$ cat src/rtl/mem_unit_if.sv
// mem_unit_if: bundles the command side (from the control unit / ALU) and the
// RAM port of the load/store stage into one interface.
//   slave  : view used by mem_unit (commands and RAM responses in, RAM request
//            and results out)
//   master : view used by the surrounding environment (control unit and RAM)
// Signals:
//   en, is_load, is_store, byte_mode, sign_ext, addr, wdata : operation request
//   ram_req, ram_we, ram_addr, ram_wdata, ram_rdata, ram_ack : RAM port
//   rdata_o, done, err, busy                                 : results / status
interface mem_unit_if;
   logic        en;
   logic        is_load;
   logic        is_store;
   logic        byte_mode;
   logic        sign_ext;
   logic [15:0] addr;
   logic [15:0] wdata;
   logic        ram_req;
   logic        ram_we;
   logic [14:0] ram_addr;
   logic [15:0] ram_wdata;
   logic [15:0] ram_rdata;
   logic        ram_ack;
   logic [15:0] rdata_o;
   logic        done;
   logic        err;
   logic        busy;

   modport slave (
      input  en, is_load, is_store, byte_mode, sign_ext, addr, wdata,
      input  ram_rdata, ram_ack,
      output ram_req, ram_we, ram_addr, ram_wdata,
      output rdata_o, done, err, busy
   );

   modport master (
      output en, is_load, is_store, byte_mode, sign_ext, addr, wdata,
      output ram_rdata, ram_ack,
      input  ram_req, ram_we, ram_addr, ram_wdata,
      input  rdata_o, done, err, busy
   );
endinterface

$ cat src/rtl/mem_unit.sv
// mem_unit: load/store stage of the 16-bit core. Accepts one memory operation
// while idle, turns the byte address into a word access on the RAM, performs
// byte stores as read-modify-write, and returns extended load data.
// Ports:
//   clk  : system clock, all state on the rising edge
//   rst  : synchronous active-high reset
//   bus  : mem_unit_if.slave (operation request, RAM port, results/status)
// Parameter:
//   TIMEOUT : cycles a RAM request may wait for ack before it is aborted
module mem_unit #(
   parameter int unsigned TIMEOUT = 15
) (
   input logic      clk,
   input logic      rst,
   mem_unit_if.slave bus
);
   typedef enum logic [1:0] {
      S_IDLE = 2'd0,
      S_RD   = 2'd1,
      S_WR   = 2'd2,
      S_DONE = 2'd3
   } state_t;

   // Last wait-counter value before an unacknowledged request is abandoned.
   localparam logic [7:0] TO_LAST = 8'(TIMEOUT - 1);

   state_t      state_q, state_d;
   logic [7:0]  cnt_q, cnt_d;
   logic        is_load_q, is_load_d;
   logic        byte_q, byte_d;
   logic        sext_q, sext_d;
   logic        addr0_q, addr0_d;
   logic [7:0]  wbyte_q, wbyte_d;
   logic        ram_req_q, ram_req_d;
   logic        ram_we_q, ram_we_d;
   logic [14:0] ram_addr_q, ram_addr_d;
   logic [15:0] ram_wdata_q, ram_wdata_d;
   logic [15:0] rdata_q, rdata_d;
   logic        done_q, done_d;
   logic        err_q, err_d;
   logic        busy_q, busy_d;
   logic [7:0]  lane_byte;
   logic [15:0] merged_word;

   // Next-state, RAM request and result computation.
   always_comb begin
      state_d     = state_q;
      cnt_d       = cnt_q;
      is_load_d   = is_load_q;
      byte_d      = byte_q;
      sext_d      = sext_q;
      addr0_d     = addr0_q;
      wbyte_d     = wbyte_q;
      ram_req_d   = ram_req_q;
      ram_we_d    = ram_we_q;
      ram_addr_d  = ram_addr_q;
      ram_wdata_d = ram_wdata_q;
      rdata_d     = rdata_q;
      done_d      = 1'b0;
      err_d       = 1'b0;
      // Byte lane selected by the low address bit, and the byte-store merge
      // that keeps the other lane of the word just read.
      lane_byte   = addr0_q ? bus.ram_rdata[15:8] : bus.ram_rdata[7:0];
      merged_word = addr0_q ? {wbyte_q, bus.ram_rdata[7:0]}
                            : {bus.ram_rdata[15:8], wbyte_q};
      case (state_q)
         S_IDLE: begin
            if (bus.en) begin
               is_load_d   = bus.is_load;
               byte_d      = bus.byte_mode;
               sext_d      = bus.sign_ext;
               addr0_d     = bus.addr[0];
               wbyte_d     = bus.wdata[7:0];
               ram_addr_d  = bus.addr[15:1];
               ram_wdata_d = bus.wdata;
               cnt_d       = 8'd0;
               if (bus.is_load && bus.is_store) begin
                  state_d = S_DONE;
                  done_d  = 1'b1;
                  err_d   = 1'b1;
               end else if (!bus.is_load && !bus.is_store) begin
                  state_d = S_DONE;
                  done_d  = 1'b1;
               end else if (!bus.byte_mode && bus.addr[0]) begin
                  state_d = S_DONE;
                  done_d  = 1'b1;
                  err_d   = 1'b1;
               end else if (bus.is_load || bus.byte_mode) begin
                  // Loads and byte stores both start with a read.
                  state_d   = S_RD;
                  ram_req_d = 1'b1;
                  ram_we_d  = 1'b0;
               end else begin
                  state_d   = S_WR;
                  ram_req_d = 1'b1;
                  ram_we_d  = 1'b1;
               end
            end else begin
               state_d = S_IDLE;
            end
         end
         S_RD: begin
            if (bus.ram_ack) begin
               cnt_d = 8'd0;
               if (is_load_q) begin
                  state_d   = S_DONE;
                  ram_req_d = 1'b0;
                  done_d    = 1'b1;
                  if (byte_q) begin
                     rdata_d = sext_q ? {{8{lane_byte[7]}}, lane_byte}
                                      : {8'h00, lane_byte};
                  end else begin
                     rdata_d = bus.ram_rdata;
                  end
               end else begin
                  // Byte store: write back the merged word, request stays up.
                  state_d     = S_WR;
                  ram_we_d    = 1'b1;
                  ram_wdata_d = merged_word;
               end
            end else if (cnt_q == TO_LAST) begin
               state_d   = S_DONE;
               ram_req_d = 1'b0;
               ram_we_d  = 1'b0;
               done_d    = 1'b1;
               err_d     = 1'b1;
            end else begin
               cnt_d = cnt_q + 8'd1;
            end
         end
         S_WR: begin
            if (bus.ram_ack) begin
               state_d   = S_DONE;
               ram_req_d = 1'b0;
               ram_we_d  = 1'b0;
               done_d    = 1'b1;
            end else if (cnt_q == TO_LAST) begin
               state_d   = S_DONE;
               ram_req_d = 1'b0;
               ram_we_d  = 1'b0;
               done_d    = 1'b1;
               err_d     = 1'b1;
            end else begin
               cnt_d = cnt_q + 8'd1;
            end
         end
         S_DONE: begin
            state_d = S_IDLE;
         end
         default: begin
            state_d   = S_IDLE;
            ram_req_d = 1'b0;
            ram_we_d  = 1'b0;
         end
      endcase
      busy_d = (state_d != S_IDLE);
   end

   // State and registered outputs, cleared by the synchronous reset.
   always_ff @(posedge clk) begin
      if (rst) begin
         state_q     <= S_IDLE;
         cnt_q       <= 8'd0;
         is_load_q   <= 1'b0;
         byte_q      <= 1'b0;
         sext_q      <= 1'b0;
         addr0_q     <= 1'b0;
         wbyte_q     <= 8'd0;
         ram_req_q   <= 1'b0;
         ram_we_q    <= 1'b0;
         ram_addr_q  <= 15'd0;
         ram_wdata_q <= 16'd0;
         rdata_q     <= 16'd0;
         done_q      <= 1'b0;
         err_q       <= 1'b0;
         busy_q      <= 1'b0;
      end else begin
         state_q     <= state_d;
         cnt_q       <= cnt_d;
         is_load_q   <= is_load_d;
         byte_q      <= byte_d;
         sext_q      <= sext_d;
         addr0_q     <= addr0_d;
         wbyte_q     <= wbyte_d;
         ram_req_q   <= ram_req_d;
         ram_we_q    <= ram_we_d;
         ram_addr_q  <= ram_addr_d;
         ram_wdata_q <= ram_wdata_d;
         rdata_q     <= rdata_d;
         done_q      <= done_d;
         err_q       <= err_d;
         busy_q      <= busy_d;
      end
   end

   assign bus.ram_req   = ram_req_q;
   assign bus.ram_we    = ram_we_q;
   assign bus.ram_addr  = ram_addr_q;
   assign bus.ram_wdata = ram_wdata_q;
   assign bus.rdata_o   = rdata_q;
   assign bus.done      = done_q;
   assign bus.err       = err_q;
   assign bus.busy      = busy_q;
endmodule
$ cat src/flat_wrapper.sv
// flat-port wrapper written by rule: the top's interface ports become plain ports
module mem_unit_flat 
#(
   parameter int unsigned TIMEOUT = 15
)
  (clk, rst, bus_en, bus_is_load, bus_is_store, bus_byte_mode, bus_sign_ext, bus_addr, bus_wdata, bus_ram_rdata, bus_ram_ack, bus_ram_req, bus_ram_we, bus_ram_addr, bus_ram_wdata, bus_rdata_o, bus_done, bus_err, bus_busy);
  mem_unit_if bus_i ();
  input logic clk;
  input logic rst;
  input wire logic [$bits(bus_i.en)-1:0] bus_en;
  input wire logic [$bits(bus_i.is_load)-1:0] bus_is_load;
  input wire logic [$bits(bus_i.is_store)-1:0] bus_is_store;
  input wire logic [$bits(bus_i.byte_mode)-1:0] bus_byte_mode;
  input wire logic [$bits(bus_i.sign_ext)-1:0] bus_sign_ext;
  input wire logic [$bits(bus_i.addr)-1:0] bus_addr;
  input wire logic [$bits(bus_i.wdata)-1:0] bus_wdata;
  input wire logic [$bits(bus_i.ram_rdata)-1:0] bus_ram_rdata;
  input wire logic [$bits(bus_i.ram_ack)-1:0] bus_ram_ack;
  output wire logic [$bits(bus_i.ram_req)-1:0] bus_ram_req;
  output wire logic [$bits(bus_i.ram_we)-1:0] bus_ram_we;
  output wire logic [$bits(bus_i.ram_addr)-1:0] bus_ram_addr;
  output wire logic [$bits(bus_i.ram_wdata)-1:0] bus_ram_wdata;
  output wire logic [$bits(bus_i.rdata_o)-1:0] bus_rdata_o;
  output wire logic [$bits(bus_i.done)-1:0] bus_done;
  output wire logic [$bits(bus_i.err)-1:0] bus_err;
  output wire logic [$bits(bus_i.busy)-1:0] bus_busy;
  assign bus_i.en = bus_en;
  assign bus_i.is_load = bus_is_load;
  assign bus_i.is_store = bus_is_store;
  assign bus_i.byte_mode = bus_byte_mode;
  assign bus_i.sign_ext = bus_sign_ext;
  assign bus_i.addr = bus_addr;
  assign bus_i.wdata = bus_wdata;
  assign bus_i.ram_rdata = bus_ram_rdata;
  assign bus_i.ram_ack = bus_ram_ack;
  assign bus_ram_req = bus_i.ram_req;
  assign bus_ram_we = bus_i.ram_we;
  assign bus_ram_addr = bus_i.ram_addr;
  assign bus_ram_wdata = bus_i.ram_wdata;
  assign bus_rdata_o = bus_i.rdata_o;
  assign bus_done = bus_i.done;
  assign bus_err = bus_i.err;
  assign bus_busy = bus_i.busy;
  mem_unit #(.TIMEOUT(TIMEOUT)) u_core (.clk(clk), .rst(rst), .bus(bus_i));
endmodule
$ cat config.mk
export PLATFORM = sky130hd
export DESIGN_NAME = mem_unit_flat
export DESIGN_NICKNAME = d
export VERILOG_FILES = /design/src/rtl/mem_unit_if.sv /design/src/rtl/mem_unit.sv /design/src/flat_wrapper.sv
export SDC_FILE = /design/constraint.sdc
export NUM_CORES = 1
export LEC_CHECK = 0
export CORE_MARGIN = 5
export CORE_UTILIZATION = 40
export CTS_CLUSTER_SIZE = 20
export DETAILED_ROUTE_END_ITERATION = 12
export GPL_ROUTABILITY_DRIVEN = 0
export PLACE_DENSITY = 0.7
export SLEW_MARGIN = 20
export SYNTH_ARGS = -nofsm -noshare
export SYNTH_HDL_FRONTEND = slang
export SYNTH_SLANG_ARGS = --single-unit
$ cat constraint.sdc
create_clock -name clk -period 2.1 [get_ports clk]
set_input_delay 0.315 -clock clk [delete_from_list [all_inputs] [get_ports clk]]
set_output_delay 0.315 -clock clk [all_outputs]
set_load 0.03 [all_outputs]
; ---- Word-level counts from Yosys, hierarchy flattened
; Index checks and enable logic that the tools add are counted.
[word_totals]
register_bits = 74
inputBits = 56
output_inout_bits = 52
word_cells = 103
[classes]
addsub = 1
eq_ne = 13
mux = 56
reduce_logical = 18
[ops]
columns = cell, n
row1 = 2-to-1 mux 16 bit, 6
row2 = 2-to-1 mux 8 bit, 5
row3 = one-hot mux 16 bit (2 select lines), 1
row4 = 2-to-1 mux 1 bit, 30
row5 = one-hot mux 8 bit (3 select lines), 1
row6 = 2-to-1 mux 2 bit, 8
row7 = "inequality test 2 bit, second input constant", 7
row8 = AND reduction 6 bit, 2
row9 = one-hot mux 1 bit (3 select lines), 3
row10 = "adder 8 x 1 -> 8 bit, second input constant", 1
row11 = "== test 8 x 4 -> 1 bit, second input constant", 1
row12 = one-hot mux 2 bit (4 select lines), 1
row13 = AND reduction 3 bit, 2
row14 = "== test 2 bit, second input constant", 2
row15 = AND reduction 4 bit, 1
row16 = nonzero test 2 bit, 2
row17 = logical AND 1 bit, 3
row18 = logical NOT 1 bit, 3
row19 = "inequality test 3 x 2 -> 1 bit, second input constant", 1
row20 = "inequality test 3 bit, second input constant", 1
row21 = nonzero test 3 bit, 1
row22 = "== test 2 x 1 -> 1 bit, second input constant", 1
row23 = logical NOT 2 bit, 1
row24 = one-hot mux 1 bit (2 select lines), 1
row25 = 3 further kinds, 3

; ---- Logic depth before layout (Yosys ltp)
; Gate-level depths: netlist of the first run.
[logic_depth]
depth_word = 8
ltp_mapped = 7

; ---- Worst setup path after synthesis of the first run
; OpenSTA, ideal clock, no wires.
[synth_path]
kind = register to register
start = register u_core.state_q[0]
end = register u_core.ram_we_q (netlist: u_core.bus.ram_we)
arrival_time_ps = 1466
setup_slack_ps = 517
stages_incl_launch_ff = 7
path_buffers = 0
path_cell_list = dfxtp_1 > inv_1 > ha_1 > nand2_2 > o32ai_2 > o311ai_1 > a32o_1
[synth_between]
elab_chain_len = 3
elab_cells_between_ends = 11
[synth_lines]
columns = element, line_no
row1 = start: declaration, mem_unit.sv:27  ; state_t state_q, state_d;
row2 = start signal: assignment, mem_unit.sv:178  ; state_q <= state_d;
row3 = "== test 2 x 1 -> 1 bit, or another cell as far along", mem_unit.sv:66  ; case (state_q)
row4 = "inequality test 3 bit (no source line), or another cell as far along", --
row5 = AND reduction 6 bit (no source line), --
row6 = end signal: assignment, mem_unit.sv:186  ; ram_we_q <= ram_we_d;
row7 = end: declaration, mem_unit.sv:35  ; logic ram_we_q, ram_we_d;
; Several ways; a longest one is shown, not always the timed one.
; A chain may end at the register's enable or synchronous reset.

; ---- Worst setup path after layout of the first run
[layout_path]
start = register u_core.state_q[1]
end = register u_core.cnt_q[5]
[layout_between]
elab_chain_len = 3
elab_cells_between_ends = 8
[layout_lines]
columns = element, line_no
row1 = "== test 2 bit, or another cell as far along", mem_unit.sv:66
row2 = inequality test 2 bit (no source line) or nonzero test 3 bit (tied branches), --
row3 = AND reduction 3 bit (no source line), --
row4 = end signal: assignment, mem_unit.sv:179  ; cnt_q <= cnt_d;
row5 = end: declaration, mem_unit.sv:28  ; logic [7:0] cnt_q, cnt_d;
; Several ways; a longest one is shown, not always the timed one.

==> results by group, run 1 <==
Status
  • Status: complete, no violations

Detailed routing
  • Pre-antenna DRT Iters: 4
  • DR vias/cell: 5.259
  • WL/cell: roughly 15 µm
  • Post-Route WL: between 9000 and 10000 µm
  • Antenna Violating Nets Remaining: 0
  • Via count: between 3000 and 4000
  • DRT iter0 DRCs: roughly 210
  • DRC errors left: 0

Worst setup path
  • CP Launch Type: register
  • Critical path peak fanout: 12
  • Crit-path max cell delay: roughly 0.36 ns
  • Critical path capture point type: register
  • CP cell instances: inv_1, ha_1, nor2b_1, o21a_1, a41oi_1, a311oi_1
  • Reg2reg start: u_core.state_q[1]$_SDFF_PP0_
  • Slowest CP cell: ha_1
  • WS Path Type: reg2reg
  • Worst EP arrival: between 2 and 2.5 ns
  • Critical path required time: 2.36 ns
  • Critical path origin: u_core.state_q[1]$_SDFF_PP0_

STA
  • RSZ-0062 raised after global routing: false
  • Final period util: 88.33%
  • Peak Freq: between 500 and 600 MHz
  • Setup_tns: 0 ns
  • Tightest hold margin: about 0.43 ns
  • Slew Limit Fails: 0
  • Final Skew: ~0.012 ns
  • Slew HR: between 60% and 70%
  • Worst slew pin tran: 0.5440 ns
  • Setup violations, final: 0
  • Hold Fails Final Rpt: 0
  • Minimum clock period: ~1.9 ns

Synth
  • Synth cell types: 50
  • Yosys top cell area share: 42.21%
  • FFs w/ async S/R, synth: 0%
  • #FFs+latches synth: 74
  • Synth top area cells: dfxtp_1 (42%), nand2_1 (11%), a21oi_1 (6.7%)
  • Sequential-to-total area share from yosys stat: between 40% and 50%
  • Post-synth EDFFs: 0
  • Most frequent cell after synthesis: nand2_1
  • Syn avg cell area: around 8 µm²
  • Yosys top cell by area: dfxtp_1
  • Synth Net Count: just under 500
  • Synth Instances: between 400 and 500
  • Synth Warn #: 0
  • Mapped Area: between 3000 and 4000 µm²
  • Most instantiated cells after synthesis: nand2_1 (101), dfxtp_1 (74), a21oi_1 (47)
  • Post-synth top flop: dfxtp_1

Final layout
  • Nets: a little under 600
  • Layout cells sized above 1: under 10%
  • Synthesis-to-finish area growth: 41.46%
  • Antenna cells: 0
  • Layout Cells excl Fill: roughly 650

Clocking
  • Hold_buf cts: 0
  • Root buf cell: clkbuf_8
  • CTS sink cnt: 74
  • CTS Buf Count: 9
  • Resized cells post-CTS: 0
  • TritonCTS clock tree: done
  • Worst-Skew Late Latency: between 0.3 and 0.4 ns
  • Postcts setup bufs: 0
  • Max clock buf depth: 2
  • Clock transition at path regs: 0.08 ns
  • H-tree levels: 3

Min path
  • Hold path startpoint: rst
  • Hold Path Class: in2reg

Power
  • Reg power frac: 40.9%
  • Power density cells: between 700 and 800 nW/µm²
  • Worst IR Drop VDD: 0.0004131 V
  • Int Pwr: ~0.0027 W
  • Power Total: 0.003810 W
  • P_sw: around 0.0011 W
  • Combinational share of power: about a quarter
  • Net Sw Frac: 29.11%
  • Clock Power Share: a little over a third
  • Leakage: about 1.7 nW

Place
  • PortBufs: roughly 110
  • Number of cells after detailed placement: 629
  • HPWL after DPL: approximately 7400 µm

GRT
  • Vias in the first global route: around 3300
  • First-pass GRT wire length: around 17000 µm
  • Initial antenna violation count: 0
  • Gr usage total: roughly 18%
  • Overflow after GRT: 0
  • Largest net degree at the start of global routing: 33

Die
  • Die Height: ~100 µm
  • Die area: approximately 11000 µm²
  • DIE WIDTH: about 100 µm
  • Initial Util: between 40 and 50%
  • Core area: ~8600 µm²
  • Io pins: ~110
  • Row Count: 34

Job
  • Maxcap violations: 0
==> final cells by class <==
type / count / area (µm²)
multi-input combinational: 316 / 1853
sequential: 74 / 1481
timing repair buffer: 123 / 1224
clock inverter: 6 / 113.9
tap: 108 / 135.1
fill: 782 / 3671
clock buffer: 10 / 127.6
inverter: 8 / 30.03
==> registers in the layout (all words and copies together), names as in the netlist <==
| name | flops |
|---|---|
| u_core.bus.rdata_o | 16 |
| u_core.wbyte_q | 8 |
| u_core.is_load_q | 1 |
| u_core.addr0_q | 1 |
| u_core.sext_q | 1 |
| u_core.bus.ram_we | 1 |
| u_core.byte_q | 1 |
| u_core.bus.ram_wdata | 16 |
| u_core.bus.err | 1 |
| u_core.bus.ram_req | 1 |
| u_core.cnt_q | 8 |
| u_core.state_q | 2 |
| u_core.bus.ram_addr | 15 |
| u_core.bus.done | 1 |
| u_core.bus.busy | 1 |
==> critical path, delay by kind of cell (launching register included) <==
family / cells / cell delay (ns)
AO/OA/AOI/OAI: 3 / 0.79
adder cells (fa/ha/maj): 1 / 0.36
buffers and inverters: 1 / 0.11
flip-flops: 1 / 0.34
AND/OR/NAND/NOR: 1 / 0.18
==> per-layer routing <==
layer	wire length, µm	up-vias	GRT usage, %	share of wire (%)
li1	-	1718	-	-
met1	4692	1543	25.20	47
met2	4356	119	27.32	44
met3	708	12	5.224	7.1
met4	183	0	7.678	1.8
met5	0	-	0	0
==> placed cells by master (no fill, tap or decap), types with 3 or more instances in the layout <==
cell             count
clkdlybuf4s50_1    106
nand2_1            101
dfxtp_1             74
a21oi_1             47
nor2_1              25
o211ai_1            19
mux2i_1             16
a211oi_1            14
buf_4               13
nand3_1             12
a311oi_1            10
nand2b_1            10
clkbuf_8             9
inv_1                8
ha_1                 7
nor2b_1              5
a31oi_1              4
and2_1               3
nand4_1              3
nand3b_1             3
nor3_1               3
bufinv_16            3
buf_12               3
==> per-stage QoR <==
step | worst slack (ns) | instance area, µm² | util [%]
floorplan | 0.5168 | 3510 | -
global placement | 0.1478 | 4723 | 54.69
detailed placement | 0.07214 | 4723 | 54.69
CTS | 0.2434 | 4965 | 57.49
global route | 0.01676 | 4965 | 57.49
finish | 0.2451 | 4965 | 57.49
==> power groups by stage <==
stage / clock network (W) / logic (W) / registers, W
after floorplan: 0 / 0.000390 / 0.00172
after global placement: 0 / 0.000905 / 0.00159
after detailed placement: 0 / 0.000921 / 0.00159
after CTS: 0.00136 / 0.000924 / 0.00156
after global routing: 0.00143 / 0.00100 / 0.00157
final: 0.00133 / 0.000919 / 0.00156
==> final timing paths <==
path	cells after the start	slack (ns)	endpoint
max reg2reg	6	0.25	u_core.cnt_q[5]$_SDFFE_PP0P_
max	6	0.25	u_core.cnt_q[5]$_SDFFE_PP0P_
min	2	0.43	u_core.bus.ram_wdata[1]$_SDFFE_PP0P_
min reg2reg	2	0.45	u_core.bus.ram_addr[9]$_SDFFE_PP0P_
==> cell families after synthesis <==
| kind of cell | Yosys count | share of synthesized area [%] |
|---|---|---|
| buffers and inverters | 39 | 4.991 |
| muxes | 17 | 4.884 |
| adders and majority gates | 8 | 2.781 |
| xor gates and xnor gates | 1 | 0.2496 |
| DFF | 74 | 42.21 |
| AOI/OAI and AO/OA | 115 | 22.28 |
| and+or+nand+nor | 175 | 22.60 |
Note: power is estimated with default switching activity, not from simulation.
==> run 2: changes to the inputs <==
HOLD_SLACK_MARGIN = 0.05   (was default)
==> results of run 2 <==
No change in the layout: final DEF, timing and power equal those of run 1.
